**config.mk**
```make
export PLATFORM = sky130hd
export DESIGN_NAME = sar_adc_ctrl_flat
export DESIGN_NICKNAME = d
export VERILOG_FILES = /design/src/rtl/sar_adc_ctrl_pkg.sv /design/src/rtl/sar_adc_ctrl_if.sv /design/src/rtl/sar_settle_timer.sv /design/src/rtl/sar_adc_ctrl.sv /design/src/flat_wrapper.sv
export SDC_FILE = /design/constraint.sdc
export NUM_CORES = 1
export LEC_CHECK = 0
export CAP_MARGIN = 15
export CORE_UTILIZATION = 50
export DETAILED_ROUTE_END_ITERATION = 12
export GPL_TIMING_DRIVEN = 0
export HOLD_SLACK_MARGIN = 0.15
export PLACE_DENSITY_LB_ADDON = 0.1
export SLEW_MARGIN = 10
export SYNTH_ARGS = -nofsm -noshare
export SYNTH_HDL_FRONTEND = slang
export SYNTH_SLANG_ARGS = --single-unit
```
**constraint.sdc**
```tcl
create_clock -name clk -period 2.4 [get_ports clk]
set_clock_uncertainty 0.2 [all_clocks]
set_input_delay 0.36 -clock clk [delete_from_list [all_inputs] [get_ports clk]]
set_output_delay 0.36 -clock clk [all_outputs]
set_load 0.01 [all_outputs]
```
**src/rtl/sar_adc_ctrl_pkg.sv**
```systemverilog
// Shared types and defaults for the successive-approximation ADC controller.
package sar_adc_ctrl_pkg;

   typedef enum logic [1:0] {
      ST_IDLE    = 2'd0,
      ST_SETTLE  = 2'd1,
      ST_COMPARE = 2'd2,
      ST_DONE    = 2'd3
   } state_t;

   localparam int DEFAULT_PRECISION     = 12;
   localparam int DEFAULT_SETTLE_CYCLES = 4;
   // Wide enough for the largest legal settle time (255).
   localparam int TIMER_W               = 8;

endpackage

```
**src/rtl/sar_adc_ctrl_if.sv**
```systemverilog
// Control/data bundle between a conversion requester (master) and the SAR controller (slave).
interface sar_adc_ctrl_if
   import sar_adc_ctrl_pkg::*;
#(
   parameter int PRECISION = DEFAULT_PRECISION
);

   // start is a level request sampled only while idle; abort is honoured only while
   // settling or comparing; done is a one-cycle pulse marking a new result; busy
   // spans start acceptance to the return to idle. No other handshake exists.
   logic                 start;
   logic                 abort;
   logic                 comp_in;
   logic [PRECISION-1:0] dac_code;
   logic [PRECISION-1:0] result;
   logic                 busy;
   logic                 done;
   state_t               state;

   modport master (
      output start, abort, comp_in,
      input  dac_code, result, busy, done, state
   );

   modport slave (
      input  start, abort, comp_in,
      output dac_code, result, busy, done, state
   );

endinterface

```
**src/rtl/sar_settle_timer.sv**
```systemverilog
// Loadable down-counter; expired flags the last clock of a settle window.
module sar_settle_timer #(
   parameter int W = 8
) (
   input  logic         clk,
   input  logic         reset,
   input  logic         load,
   input  logic         en,
   input  logic [W-1:0] load_value,
   output logic         expired
);

   logic [W-1:0] count_q;

   always_ff @(posedge clk or posedge reset) begin
      if (reset) begin
         count_q <= '0;
      end else if (load) begin
         count_q <= load_value;
      end else if (en && count_q != '0) begin
         count_q <= count_q - W'(1);
      end
   end

   // Loading N and decrementing once per enabled clock makes the N-th clock the expiry.
   assign expired = (count_q == W'(1));

endmodule

```
**src/rtl/sar_adc_ctrl.sv**
```systemverilog
// Successive-approximation ADC controller: binary search of the DAC code against a comparator.
module sar_adc_ctrl
   import sar_adc_ctrl_pkg::*;
#(
   parameter int PRECISION     = DEFAULT_PRECISION,
   parameter int SETTLE_CYCLES = DEFAULT_SETTLE_CYCLES
) (
   input  logic          clk,
   input  logic          reset,
   sar_adc_ctrl_if.slave bus
);

   localparam int IDX_W = (PRECISION > 1) ? $clog2(PRECISION) : 1;

   state_t               state_q, state_n;
   logic [PRECISION-1:0] dac_q, dac_n;
   logic [PRECISION-1:0] result_q, result_n;
   logic                 busy_q, busy_n;
   logic                 done_q, done_n;
   logic [IDX_W-1:0]     idx_q, idx_n;
   logic [1:0]           comp_sync_q;
   logic                 comp_s;
   logic                 tmr_load, tmr_en, tmr_expired;
   logic [PRECISION-1:0] bit_mask;
   logic [PRECISION-1:0] code_kept;

   // comp_in is asynchronous to clk; the settle window absorbs these two flops.
   always_ff @(posedge clk or posedge reset) begin
      if (reset) comp_sync_q <= 2'b00;
      else       comp_sync_q <= {comp_sync_q[0], bus.comp_in};
   end
   assign comp_s = comp_sync_q[1];

   sar_settle_timer #(.W(TIMER_W)) u_timer (
      .clk        (clk),
      .reset      (reset),
      .load       (tmr_load),
      .en         (tmr_en),
      .load_value (TIMER_W'(SETTLE_CYCLES)),
      .expired    (tmr_expired)
   );

   assign bit_mask  = PRECISION'(1) << idx_q;
   assign code_kept = comp_s ? dac_q : (dac_q & ~bit_mask);

   always_ff @(posedge clk or posedge reset) begin
      if (reset) state_q <= ST_IDLE;
      else       state_q <= state_n;
   end

   always_comb begin
      state_n  = state_q;
      dac_n    = dac_q;
      result_n = result_q;
      busy_n   = busy_q;
      done_n   = 1'b0;
      idx_n    = idx_q;
      tmr_load = 1'b0;
      tmr_en   = 1'b0;
      unique case (state_q)
         ST_IDLE: begin
            dac_n = '0;
            if (bus.start) begin
               state_n  = ST_SETTLE;
               busy_n   = 1'b1;
               idx_n    = IDX_W'(PRECISION - 1);
               dac_n    = PRECISION'(1) << (PRECISION - 1);
               tmr_load = 1'b1;
            end
         end
         ST_SETTLE: begin
            if (bus.abort) begin
               state_n = ST_IDLE;
               busy_n  = 1'b0;
               dac_n   = '0;
            end else begin
               tmr_en = 1'b1;
               if (tmr_expired) state_n = ST_COMPARE;
            end
         end
         ST_COMPARE: begin
            // Abort takes priority over resolving the current bit.
            if (bus.abort) begin
               state_n = ST_IDLE;
               busy_n  = 1'b0;
               dac_n   = '0;
            end else if (idx_q != '0) begin
               dac_n    = code_kept | (bit_mask >> 1);
               idx_n    = idx_q - IDX_W'(1);
               tmr_load = 1'b1;
               state_n  = ST_SETTLE;
            end else begin
               dac_n    = code_kept;
               result_n = code_kept;
               state_n  = ST_DONE;
            end
         end
         ST_DONE: begin
            done_n  = 1'b1;
            busy_n  = 1'b0;
            dac_n   = '0;
            state_n = ST_IDLE;
         end
         default: state_n = ST_IDLE;
      endcase
   end

   always_ff @(posedge clk or posedge reset) begin
      if (reset) begin
         dac_q    <= '0;
         result_q <= '0;
         busy_q   <= 1'b0;
         done_q   <= 1'b0;
         idx_q    <= '0;
      end else begin
         dac_q    <= dac_n;
         result_q <= result_n;
         busy_q   <= busy_n;
         done_q   <= done_n;
         idx_q    <= idx_n;
      end
   end

   assign bus.dac_code = dac_q;
   assign bus.result   = result_q;
   assign bus.busy     = busy_q;
   assign bus.done     = done_q;
   assign bus.state    = state_q;

endmodule
```
**src/flat_wrapper.sv**
```systemverilog
// flat-port wrapper written by rule: the top's interface ports become plain ports
module sar_adc_ctrl_flat import sar_adc_ctrl_pkg::*;
#(
   parameter int PRECISION     = DEFAULT_PRECISION,
   parameter int SETTLE_CYCLES = DEFAULT_SETTLE_CYCLES
)
  (clk, reset, bus_start, bus_abort, bus_comp_in, bus_dac_code, bus_result, bus_busy, bus_done, bus_state);
  sar_adc_ctrl_if #(.PRECISION(PRECISION)) bus_i ();
  input  logic clk;
  input  logic reset;
  input wire logic [$bits(bus_i.start)-1:0] bus_start;
  input wire logic [$bits(bus_i.abort)-1:0] bus_abort;
  input wire logic [$bits(bus_i.comp_in)-1:0] bus_comp_in;
  output wire logic [$bits(bus_i.dac_code)-1:0] bus_dac_code;
  output wire logic [$bits(bus_i.result)-1:0] bus_result;
  output wire logic [$bits(bus_i.busy)-1:0] bus_busy;
  output wire logic [$bits(bus_i.done)-1:0] bus_done;
  output wire logic [$bits(bus_i.state)-1:0] bus_state;
  assign bus_i.start = bus_start;
  assign bus_i.abort = bus_abort;
  assign bus_i.comp_in = bus_comp_in;
  assign bus_dac_code = bus_i.dac_code;
  assign bus_result = bus_i.result;
  assign bus_busy = bus_i.busy;
  assign bus_done = bus_i.done;
  assign bus_state = bus_i.state;
  sar_adc_ctrl #(.PRECISION(PRECISION), .SETTLE_CYCLES(SETTLE_CYCLES)) u_core (.clk(clk), .reset(reset), .bus(bus_i));
endmodule
```
==> out/results.md <==
## Outcome
- **run status** completed

## Place
- **placed wire-length estimate** 3238 microns
- **number of port buffers** 32
- **final weighted congestion in routability-driven placement** 0.8844
- **Post-Place Cells** 280
- **pre-CTS setup slack** 0.01191 ns

## STA
- **Max Slew Vio Count** 0
- **hold_ws** 0.1526 ns
- **Setup Viol. Count Final** 0
- **Hold Fails Final Rpt** 0
- **final worst slack** 0.1632 ns
- **setup TNS** 0 ns
- **crit share post-route** 93.20%
- **setup repair after global routing missed its margin** no
- **Max Freq** 447.1 MHz
- **Final min period** 2.237 ns
- **transition time at the pin with the least slew margin** 0.4618 ns
- **worst slew slack as a fraction of its limit** 69.17%

## Critical path
- **endpoint arrival time on the critical path** 2.27 ns
- **startpoint-to-endpoint class of the critical path** reg -> reg
- **critical path capture point type** flop
- **highest net fanout along the worst path** 7
- **kind of start point of the critical path** flop
- **Crit path required time** 2.44 ns

## Synth
- **Avg Cell Area, Syn** 11.21 sq um
- **register bit count reported by yosys** 42
- **largest area contributor in the synthesized netlist** sky130_fd_sc_hd__dfrtp_1
- **post-synthesis cell count** 197
- **post-synth top area share** 47.59%
- **number of synthesized flops with an enable pin** 0
- **Netlist Area Pre-Place** 2208 sq um
- **count of yosys warnings during synthesis** 0
- **sequential area share after synthesis** 47.59%
- **proportion of register bits with asynchronous set or reset after synthesis** 100.0%
- **Primary FF master, synth** sky130_fd_sc_hd__dfrtp_1
- **Yosys cell types** 50
- **largest cells by area after synthesis** sky130_fd_sc_hd__dfrtp_1 48%, sky130_fd_sc_hd__ha_1 7.4%, sky130_fd_sc_hd__mux2_2 4.6%, sky130_fd_sc_hd__a22o_1 4.4%, sky130_fd_sc_hd__o21ai_0 2.9%
- **number of nets in the synthesized netlist** 215

## CTS
- **clock buffer count from CTS** 5
- **CTS resizes** 0
- **clk_lat worst skew** 0.30 ns
- **clock tree from TritonCTS** built
- **Clk pin slew, worst setup/hold paths** 0.08 ns
- **buffers inserted during post-CTS setup optimization** 0
- **TritonCTS sink count** 42
- **Hold-fix buffers, CTS** 0
- **CTS HTree Levels** 2
- **Max Root-Sink Buffers** 2
- **buffer type at the clock tree root** sky130_fd_sc_hd__clkbuf_8

## Layout
- **non-filler cells, final** 288
- **most common cell after layout, fill and taps aside** sky130_fd_sc_hd__dfrtp_1
- **commonest cells after routing, fill and taps aside** 42 x sky130_fd_sc_hd__dfrtp_1, 32 x sky130_fd_sc_hd__clkdlybuf4s50_1, 13 x sky130_fd_sc_hd__o21ai_0
- **proportion of layout cells with a drive suffix above 1** 17.23%
- **fill cell count** 328
- **number of nets in the layout** 255
- **Seq. cell area** 1051 sq um
- **antenna diode count** 0
- **Area growth, synth to finish** 23.63%
- **area of the multi-input gates** 1087 sq um

## Detailed routing
- **detailed-router iteration count before antenna repair** 4
- **post-detailed-route via-to-cell ratio** 5.778
- **post-route ant nets** 0
- **DR DRC count** 0
- **routed len/inst** 15.56 microns
- **detailed-route wire length** 4481 microns
- **number of DRC violations after detailed-routing iteration 0** 139
- **vias** 1664

## Floorplan
- **num rows** 23
- **core region area** 4115 sq um
- **Ports** 33
- **Die Footprint** 4687 sq um
- **height of the chip** 68.46 microns
- **die extent in x** 68.46 microns
- **effective utilization at floorplan** 53.66%

## GRT
- **first-pass GRT wire length** 7314 microns
- **GR Overflow Total** 0
- **antenna violations before repair** 0
- **GRT Total Usage** 21.98%
- **number of global-route vias before repair** 1554
- **maximum number of pins on one net before global-route repair** 23

## Worst hold path
- **Hold Path Class** reg -> reg

## Run
- **total of max-cap violations** 0

## Power
- **maximum vdd drop** 0.5211 mV
- **Tot Pwr** 0.002192 W
- **leakage component of the power** 1.255 nW
- **cell area power density** 802.9 nW/um^2

==> worst max-delay path: stages (launching register included) <==
cell	delay (ns)
sky130_fd_sc_hd__dfrtp_1	0.44
sky130_fd_sc_hd__inv_1	0.14
sky130_fd_sc_hd__ha_2	0.26
sky130_fd_sc_hd__nor3b_4	0.37
sky130_fd_sc_hd__o21ai_2	0.19
sky130_fd_sc_hd__or4_1	0.49
sky130_fd_sc_hd__nand2_1	0.08
==> cells by family after synthesis <==
logic type / after synthesis / synth area share, %
xor+xnor: 3 / 1.190
simple gates: 66 / 20.06
fa+ha+maj: 13 / 7.366
buf+inv: 14 / 3.286
compound gates: 49 / 15.47
mux: 10 / 5.043
flops: 42 / 47.59
==> path summary, 6_finish.rpt <==
check / start / endpoint / slack, ns / cells after the start
worst max-delay path: u_core.idx_q[0] / u_core.u_timer.count_q[4] / 0.16 / 6
worst min-delay path: u_core.comp_sync_q[0] / u_core.comp_sync_q[1] / 0.15 / 0
worst max register to register: u_core.idx_q[0] / u_core.u_timer.count_q[4] / 0.16 / 6
worst min register to register: u_core.comp_sync_q[0] / u_core.comp_sync_q[1] / 0.15 / 0
max in group asynchronous: reset / u_core.bus.dac_code[0] / 1.35 / 3
min in group asynchronous: reset / u_core.bus.result[10] / 0.19 / 2
==> Yosys cell counts (3+ instances only) <==
cell	count
sky130_fd_sc_hd__or4_1	3
sky130_fd_sc_hd__and2_1	7
sky130_fd_sc_hd__nor2_1	8
sky130_fd_sc_hd__nand3_1	3
sky130_fd_sc_hd__nor3_1	5
sky130_fd_sc_hd__mux2_2	9
sky130_fd_sc_hd__a21oi_1	8
sky130_fd_sc_hd__nand2_1	12
sky130_fd_sc_hd__a22o_1	11
sky130_fd_sc_hd__o21ai_0	13
sky130_fd_sc_hd__and2_2	3
sky130_fd_sc_hd__ha_1	13
sky130_fd_sc_hd__inv_1	8
sky130_fd_sc_hd__dfrtp_1	42
sky130_fd_sc_hd__nand2b_1	6
sky130_fd_sc_hd__xnor2_1	3
==> registers in the layout, indices dropped and copies added (netlist names) <==
register,count
u_core.bus.busy,1
u_core.bus.dac_code,12
u_core.bus.done,1
u_core.bus.result,12
u_core.bus.state,2
u_core.comp_sync_q,2
u_core.idx_q,4
u_core.u_timer.count_q,8
==> power breakdown <==
group          switching, W  total (W)  internal [W]
combinational      0.000428   0.000742      0.000314
clock              0.000246   0.000553      0.000306
sequential         0.000101   0.000897      0.000796
==> stage by stage <==
stage,cell area [sq um],utilization (%)
after floorplan,2208,-
after global placement,2591,62.97
after detailed placement,2619,63.64
after CTS,2728,66.28
after global routing,2730,66.34
final,2730,66.34
==> layout make-up <==
class | instances | area share, %
inverter | 8 | 1.100
clock buffer | 5 | 2.521
sequential | 42 | 38.50
timing repair buffer | 33 | 12.74
tap | 50 | 2.291
clock inverter | 3 | 1.467
buffer | 6 | 1.558
multi-input combinational | 141 | 39.83
==> layer usage <==
metal | global-route usage, % | wire length (microns) | share of wire [%]
met1 | 26.59 | 1956 | 44
met2 | 36.27 | 2200 | 49
met3 | 6.000 | 249 | 5.6
met4 | 9.635 | 74 | 1.7
met5 | 0 | 0 | 0
(Power assumes the default switching activity.)
